## config.mk

```make
export PLATFORM = sky130hd
export DESIGN_NAME = spram_arbiter
export DESIGN_NICKNAME = d
export VERILOG_FILES = /design/src/rtl/spram_arbiter.sv
export SDC_FILE = /design/constraint.sdc
export NUM_CORES = 1
export LEC_CHECK = 0
export ABC_AREA = 1
export CAP_MARGIN = 20
export CORE_AREA = 2 2 53 55
export DETAILED_ROUTE_END_ITERATION = 12
export DIE_AREA = 0 0 55 57
export GPL_TIMING_DRIVEN = 0
export MAX_ROUTING_LAYER = met4
export PLACE_DENSITY = 0.76
export SLEW_MARGIN = 30
export SYNTH_ARGS = -nofsm -noshare
export SYNTH_HDL_FRONTEND = slang
export SYNTH_SLANG_ARGS = --single-unit
```

## constraint.sdc

```tcl
create_clock -name clk -period 1.3 [get_ports clk]
set_input_delay 0.26 -clock clk [delete_from_list [all_inputs] [get_ports clk]]
set_output_delay 0.26 -clock clk [all_outputs]
set_load 0.02 [all_outputs]
```

## src/rtl/spram_arbiter.sv

```systemverilog
// spram_arbiter: shares one single-port RAM between two requesters (A, B).
//
// Round-robin arbitration grants at most one access per clock; read data is
// returned to the requester that issued the read one cycle after its grant,
// qualified by a per-port valid strobe.
//
// Optional feature macro: SPRAM_ARB_INIT_EN
//   defined   - after reset the RAM is zero-filled (one word per cycle) before
//               any requester is served; init_done rises when that finishes.
//   undefined - no init sequencer; init_done is constant 1.
//
// Ports:
//   clk, rst_n                      clock, async active-low reset
//   req_x, we_x, addr_x, wdata_x    requester x access (held until gnt_x)
//   gnt_x                           access accepted at this edge (combinational)
//   rvalid_x, rdata_x               read result for requester x
//   ram_addr, ram_data, ram_we      to the RAM
//   ram_q                           from the RAM (valid the cycle after address)
//   init_done                       high once requests are being accepted
module spram_arbiter #(
  parameter int unsigned ADDR_WIDTH = 6,
  parameter int unsigned DATA_WIDTH = 8,
  parameter int unsigned DEPTH      = 64
) (
  input  logic                  clk,
  input  logic                  rst_n,
  input  logic                  req_a,
  input  logic                  we_a,
  input  logic [ADDR_WIDTH-1:0] addr_a,
  input  logic [DATA_WIDTH-1:0] wdata_a,
  output logic                  gnt_a,
  output logic                  rvalid_a,
  output logic [DATA_WIDTH-1:0] rdata_a,
  input  logic                  req_b,
  input  logic                  we_b,
  input  logic [ADDR_WIDTH-1:0] addr_b,
  input  logic [DATA_WIDTH-1:0] wdata_b,
  output logic                  gnt_b,
  output logic                  rvalid_b,
  output logic [DATA_WIDTH-1:0] rdata_b,
  output logic [ADDR_WIDTH-1:0] ram_addr,
  output logic [DATA_WIDTH-1:0] ram_data,
  output logic                  ram_we,
  input  logic [DATA_WIDTH-1:0] ram_q,
  output logic                  init_done
);

  if (DEPTH > (1 << ADDR_WIDTH)) begin : g_depth_check
    $error("DEPTH must not exceed 2**ADDR_WIDTH");
  end

  logic                  arb_en;      // arbitration active (not initialising)
  logic                  init_active; // init sequencer owns the RAM this cycle
  logic [ADDR_WIDTH-1:0] init_addr;

`ifdef SPRAM_ARB_INIT_EN
  typedef enum logic [0:0] {StInit, StArb} state_e;

  localparam logic [ADDR_WIDTH-1:0] LastAddr = ADDR_WIDTH'(DEPTH - 1);

  state_e                state_q, state_d;
  logic [ADDR_WIDTH-1:0] cnt_q, cnt_d;

  always_ff @(posedge clk or negedge rst_n) begin
    if (!rst_n) begin
      state_q <= StInit;
      cnt_q   <= '0;
    end else begin
      state_q <= state_d;
      cnt_q   <= cnt_d;
    end
  end

  always_comb begin
    state_d = state_q;
    cnt_d   = cnt_q;
    unique case (state_q)
      StInit: begin
        cnt_d = cnt_q + 1'b1;
        if (cnt_q == LastAddr) state_d = StArb;
      end
      StArb:   state_d = StArb;
      default: state_d = StInit;
    endcase
  end

  assign arb_en      = (state_q == StArb);
  assign init_active = (state_q == StInit);
  assign init_addr   = cnt_q;
  assign init_done   = arb_en;
`else
  assign arb_en      = 1'b1;
  assign init_active = 1'b0;
  assign init_addr   = '0;
  assign init_done   = 1'b1;
`endif

  // rr_q holds the last-served port: 0 = A, 1 = B. The other port wins a tie.
  logic rr_q, rr_d;
  logic pick_b;
  logic rvalid_a_q, rvalid_b_q;

  assign pick_b = req_b & (~req_a | ~rr_q);
  // Gated by rst_n so no grant is seen while reset is asserted.
  assign gnt_b  = rst_n & arb_en & pick_b;
  assign gnt_a  = rst_n & arb_en & req_a & ~pick_b;

  always_comb begin
    rr_d = rr_q;
    if (gnt_a)      rr_d = 1'b0;
    else if (gnt_b) rr_d = 1'b1;
  end

  always_comb begin
    ram_we   = 1'b0;
    ram_addr = '0;
    ram_data = '0;
    if (init_active) begin
      ram_we   = rst_n;
      ram_addr = init_addr;
    end else if (gnt_a) begin
      ram_we   = we_a;
      ram_addr = addr_a;
      ram_data = wdata_a;
    end else if (gnt_b) begin
      ram_we   = we_b;
      ram_addr = addr_b;
      ram_data = wdata_b;
    end
  end

  always_ff @(posedge clk or negedge rst_n) begin
    if (!rst_n) begin
      rr_q       <= 1'b0;
      rvalid_a_q <= 1'b0;
      rvalid_b_q <= 1'b0;
    end else begin
      rr_q       <= rr_d;
      rvalid_a_q <= gnt_a & ~we_a;
      rvalid_b_q <= gnt_b & ~we_b;
    end
  end

  assign rvalid_a = rvalid_a_q;
  assign rvalid_b = rvalid_b_q;
  assign rdata_a  = ram_q;
  assign rdata_b  = ram_q;

endmodule

```

==> impl_metrics.tcl, run 1 <==
set metrics [dict create \
    htree_levels 1 \
    grt_pass1_vias 841 \
    dp_hpwl_um 1870 \
    routed_wl_um 2330 \
    ys_seq_area_share_pct 12.3 \
    ioPinCount 78 \
    wire_per_inst_um 12.1 \
    fmax_ghz 0.658 \
    clockBufferDepth 2 \
    grt_pass1_wl_um 3370 \
    skew_ns 0.00178 \
    hold_viol_final 0 \
    drc_errors 0 \
    die_x_um 55 \
    cpPeakStageDelay_ns 0.40 \
    syn_inst 85 \
    synth_warnings 0 \
    crit_chain "nand2_4 -> nand2_8 -> buf_8 -> nand3_2 -> nand2_2 -> buf_6" \
    drtIter0Drc 8 \
    num_rows 19 \
    antenna_found_initial 0 \
    power.density_nw_per_um2 569 \
    vdd_drop_max_mv 0.416 \
    syn2layout_area_growth_pct 147 \
    die_h_um 57 \
    rrSetupSlack_ns 0.41 \
    startpoint_type "register" \
    yosysUniqueCellTypes 15 \
    port_buffers 67 \
    grt_max_degree 11 \
    grt_overflow_total 0 \
    numCtsBuffers 3 \
    track_usage_pct 14.9 \
    critPathArrivalTime_ns 1.26 \
    p_leak_nw 0.707 \
    whs_ns 0.349 \
    worst_hold_startpoint "req_b" \
    drive_gt1_share_pct 48.8 \
    crit_slowest_cell "dfrtp_1" \
    hp-class "input port to register" \
    maxSlewViolCount 0 \
    cp-startpoint "rr_q" \
    reg2reg_from "rr_q" \
    gp_congestion 0.648 \
    cts_num_sinks 3 \
    status "complete, but fails checks" \
    antenna_cells 0 \
    cts_tree "yes" \
    drtAntennaViolNets 0 \
    min_period_ns 1.52 \
    ys_seq_elements 3 \
    critPathKind "register to output port" \
    fp.dieArea_um2 3140 \
    cp-end-kind "output port" \
    rsz0062_at_grt "yes" \
    final_nets 205 \
    vias_per_cell 4.58 \
    syn_avg_cell_area_um2 7.15 \
    cp.required_ns 1.04 \
    fin_util_pct 57.5 \
    setup_viol_count_final 17 \
    cp_max_fo 8 \
    cap_violations 0 \
    vias 883 \
    syn-num-nets 127 \
    coreArea_um2 2620 \
    netlist_area_um2 608 \
    firstDrtPassIters 4 \
    worst_slack_ns -0.221 \
    violations "setup timing" \
    path_clk_slew_ns 0.04 \
    initial_utilization_pct 23.3 \
    cts-root-buf "clkbuf_4" \
    insertion_delay_ns 0.24 \
    finalCritPeriodShare_pct 117 \
]
flip-flops by register name (all words and copies together) (netlist names):
name and flops:
rr_q 1, rvalid_b 1, rvalid_a 1
logic make-up after synthesis:
logic type,share of synthesized area (%)
AND/OR/NAND/NOR,53.1
flip-flops,12.3
other,0.617
buffers and inverters,34.0
where the power goes:
group          internal, W  switching (W)  leakage [nW]  total (W)
Sequential        0.000101     0.00000508        0.0390   0.000106
Clock             0.000116      0.0000571        0.0150   0.000173
Combinational     0.000322       0.000254         0.653   0.000576
per-layer routing:
layer  part of all wire [%]  up-vias  wire (um)  GRT usage, %
met3                    7.9        3        184          2.88
met5                      0        -          0             -
met4                    1.2        0         27          6.27
li1                       -      428          -             -
met1                     33      407        762          13.1
met2                     58       45       1350          28.7
layout by cell type, fill, tap and decap left out, drive strengths merged:
cell type	instances
nand3	16
conb	1
clkdlybuf4s15	1
clkbuf	4
buf	46
nand4	15
nor2	2
dfrtp	3
dlygate4sd2	3
dlygate4sd3	1
inv	3
clkdlybuf4s50	46
nand2	21
synth_stat cells:
cell type	instances	area share, %
nand2_4	1	1.9
buf_2	3	2.5
nand3_2	10	16
buf_12	1	3.3
dfrtp_1	3	12
nand2_1	18	11
nor2_1	2	1.2
conb_1	1	0.62
buf_4	19	23
buf_8	1	2.5
inv_4	1	1.0
inv_1	2	1.2
nand3_1	6	4.9
nand4_1	15	15
nand2_2	2	2.1
cell type report:
type	count	area, um2
inverters	3	13.8
multi-input cells	55	393
repair buffers	73	753
plain buffers	24	203
flip-flops and latches	3	75.1
clock buffers	4	26.3
fillers	242	1110
well taps	31	38.8
stage by stage:
step           TNS (ns)  setup WS (ns)  area (um2)  cells  total power [W]
3_3_place_gp     -15.91          -1.00        1320    183         0.000596
3_5_place_dp     -16.51          -1.03        1320    183         0.000604
6_report          -2.92         -0.221        1500    193         0.000855
2_1_floorplan         0         0.0853         608     85         0.000353
5_1_grt           -3.56         -0.256        1500    193         0.000890
4_1_cts           -2.95         -0.210        1440    191         0.000834
critical path: cells and delay by family (launching register included):
| family | cells | cell delay, ns |
|---|---|---|
| DFF | 1 | 0.40 |
| and+or+nand+nor | 4 | 0.34 |
| buffers and inverters | 2 | 0.27 |
final timing paths:
path,to,cells past startpoint
worst min register to register,rr_q,3
max in group asynchronous,rvalid_b,2
worst max register to register,rvalid_b,4
worst max-delay path,ram_addr[2],6
worst min-delay path,rvalid_b,3
min in group asynchronous,rr_q,2
repair_timing:
item	4_1_cts	5_1_grt
gates resized for setup	114	16
cloned	1	0
hold buffers	1	0
pin swaps	4	3
endpoints found under the hold margin	3	0
buffers inserted	2	2
setup endpoints to repair	19	17
Note: power is estimated with default switching activity, not from simulation.
==> run 2: changes to the inputs <==
Settings changed: CTS_CLUSTER_DIAMETER set to 80, REMOVE_ABC_BUFFERS set to 1.
==> run 2 against run 1 <==
  * The run still ends with setup timing left
  * Combinational power down 21%
  * First-iteration DRC count down 63%
  * Critical path depth down 1
  * Register-to-register slack worse by 0.28 ns
  * Clock-buffer cell count unchanged
  * Sequential share of layout area up 1.2 points
  * Clock skew about the same
  * Largest cell class unchanged
==> impl_metrics.tcl, run 2 (synthesized netlist as in run 1, its figures left out) <==
set metrics [dict create \
    status "complete, but fails checks" \
    violations "setup timing" \
    dp_hpwl_um 1590 \
    track_usage_pct 14.9 \
    wire_per_inst_um 14.9 \
    num_rows 19 \
    antenna_found_initial 0 \
    initial_utilization_pct 23.3 \
    crit_buf_inv 2 \
    critPathArrivalTime_ns 1.25 \
    drtAntennaViolNets 0 \
    cp.required_ns 1.04 \
    place_area_um2 975 \
    grt_overflow_total 0 \
    crit_chain "nand2_4 -> buf_6 -> nand4_1 -> nand2_2 -> buf_6" \
    startpoint_type "register" \
    drc_errors 0 \
    vias_per_cell 4.85 \
    seqPwrFrac_pct 14.7 \
    p_leak_nw 0.550 \
    min_period_ns 1.51 \
    die_x_um 55 \
    gp_congestion 0.737 \
    worst_slack_ns -0.208 \
    routed_wl_um 2370 \
    final_nets 171 \
    critPathTopFamily "flip-flops" \
    ioPinCount 78 \
    layout_common_cells "30 x clkdlybuf4s50_1, 19 x buf_6, 15 x nand3_2, 15 x nand2_2, 15 x nand4_1" \
    hold_viol_final 0 \
    drive_gt1_share_pct 53.9 \
    finalCritPeriodShare_pct 116 \
    place_ws_ns -1.44 \
    p_clk_share_pct 22.0 \
    power.density_nw_per_um2 593 \
    syn2layout_area_growth_pct 99.8 \
    area.sequential_um2 75.1 \
    antenna_cells 0 \
    die_h_um 57 \
    fin_util_pct 46.5 \
    grt_max_degree 19 \
    vias 771 \
    final_common_cell "clkdlybuf4s50_1" \
    coreArea_um2 2620 \
    fmax_ghz 0.663 \
    insertion_delay_ns 0.23 \
    p_sw_share_pct 36.8 \
    cts_num_sinks 3 \
    port_buffers 52 \
    fillers 275 \
    cap_violations 0 \
    skew_ns 0.00219 \
    drtIter0Drc 3 \
    fp.dieArea_um2 3140 \
    path_common_cell "buf_6" \
    setup_viol_count_final 17 \
    path_clk_slew_ns 0.03 \
    firstDrtPassIters 3 \
    vdd_drop_max_mv 0.327 \
    cts_tree "yes" \
    cp-end-kind "output port" \
    crit_slowest_cell "dfrtp_1" \
    numCtsBuffers 3 \
    cpPeakStageDelay_ns 0.40 \
    maxSlewViolCount 0 \
    multiInputGateArea_um2 420 \
    clockBufferDepth 2 \
    rrSetupSlack_ns 0.13 \
    htree_levels 1 \
    cts-root-buf "clkbuf_4" \
    cp_max_fo 5 \
    grt_pass1_vias 742 \
    p_switching_w 0.000265 \
    internal_power_w 0.000456 \
    final_area_um2 1210 \
    grt_pass1_wl_um 3290 \
    hp-class "input port to register" \
    rsz0062_at_grt "yes" \
    p_comb_share_pct 63.3 \
    critPathKind "register to output port" \
]
run 2: worst paths after layout:
kind                        from  cells after the start     endpoint
max                         rr_q                      5  ram_addr[2]
min                        rst_n                      3     rvalid_b
max reg2reg                 rr_q                      7     rvalid_a
min reg2reg                 rr_q                      2         rr_q
max in group asynchronous  rst_n                      2         rr_q
min in group asynchronous  rst_n                      2     rvalid_a
run 2: tightest hold or removal path: cells and delay by family:
kind	cells	cell delay, ns
buf+inv	1	0.18
simple gates	2	0.16
run 2: power groups by stage:
| stage | clock network, W | registers [W] | logic, W |
|---|---|---|---|
| after floorplan | 0 | 0.000108 | 0.000134 |
| after global placement | 0 | 0.000105 | 0.000347 |
| after detailed placement | 0 | 0.000106 | 0.000355 |
| after CTS | 0.000167 | 0.000106 | 0.000424 |
| after global routing | 0.000173 | 0.000107 | 0.000485 |
| final | 0.000158 | 0.000106 | 0.000456 |
run 2: cell type report:
class                   count  share of cell area, %
repair buffers             63                   52.3
multi-input cells          55                   34.6
clock buffers               4                   2.16
well taps                  31                   3.19
flip-flops and latches      3                   6.18
inverters                   3                   1.54
run 2: through the flow:
step	total power, W	TNS, ns	cells	hold WS, ns
floorplan	0.000242	0	61	-0.0356
global placement	0.000452	-23.51	144	0.485
detailed placement	0.000461	-24.96	144	0.500
CTS	0.000697	-2.95	156	0.440
global route	0.000765	-4.05	159	0.434
finish	0.000720	-3.14	159	0.423
run 2: metal layers:
| layer | share of wire, % | wire, um | GRT usage [%] | up-vias |
|---|---|---|---|---|
| met3 | 13 | 310 | 7.85 | 2 |
| li1 | - | - | - | 363 |
| met1 | 34 | 808 | 13.2 | 344 |
| met4 | 0.59 | 14 | 5.57 | 0 |
| met5 | 0 | 0 | - | - |
| met2 | 52 | 1240 | 25.7 | 62 |
run 2: repair_timing:
action / 4_1_cts / 5_1_grt
buffers inserted: 7 / 2
endpoints found under the setup margin: 22 / 17
resized for setup: 134 / 17
pin swaps: 3 / 4
endpoints found under the hold margin: 3 / 0
cloned: 0 / 1
hold buffers: 1 / 0
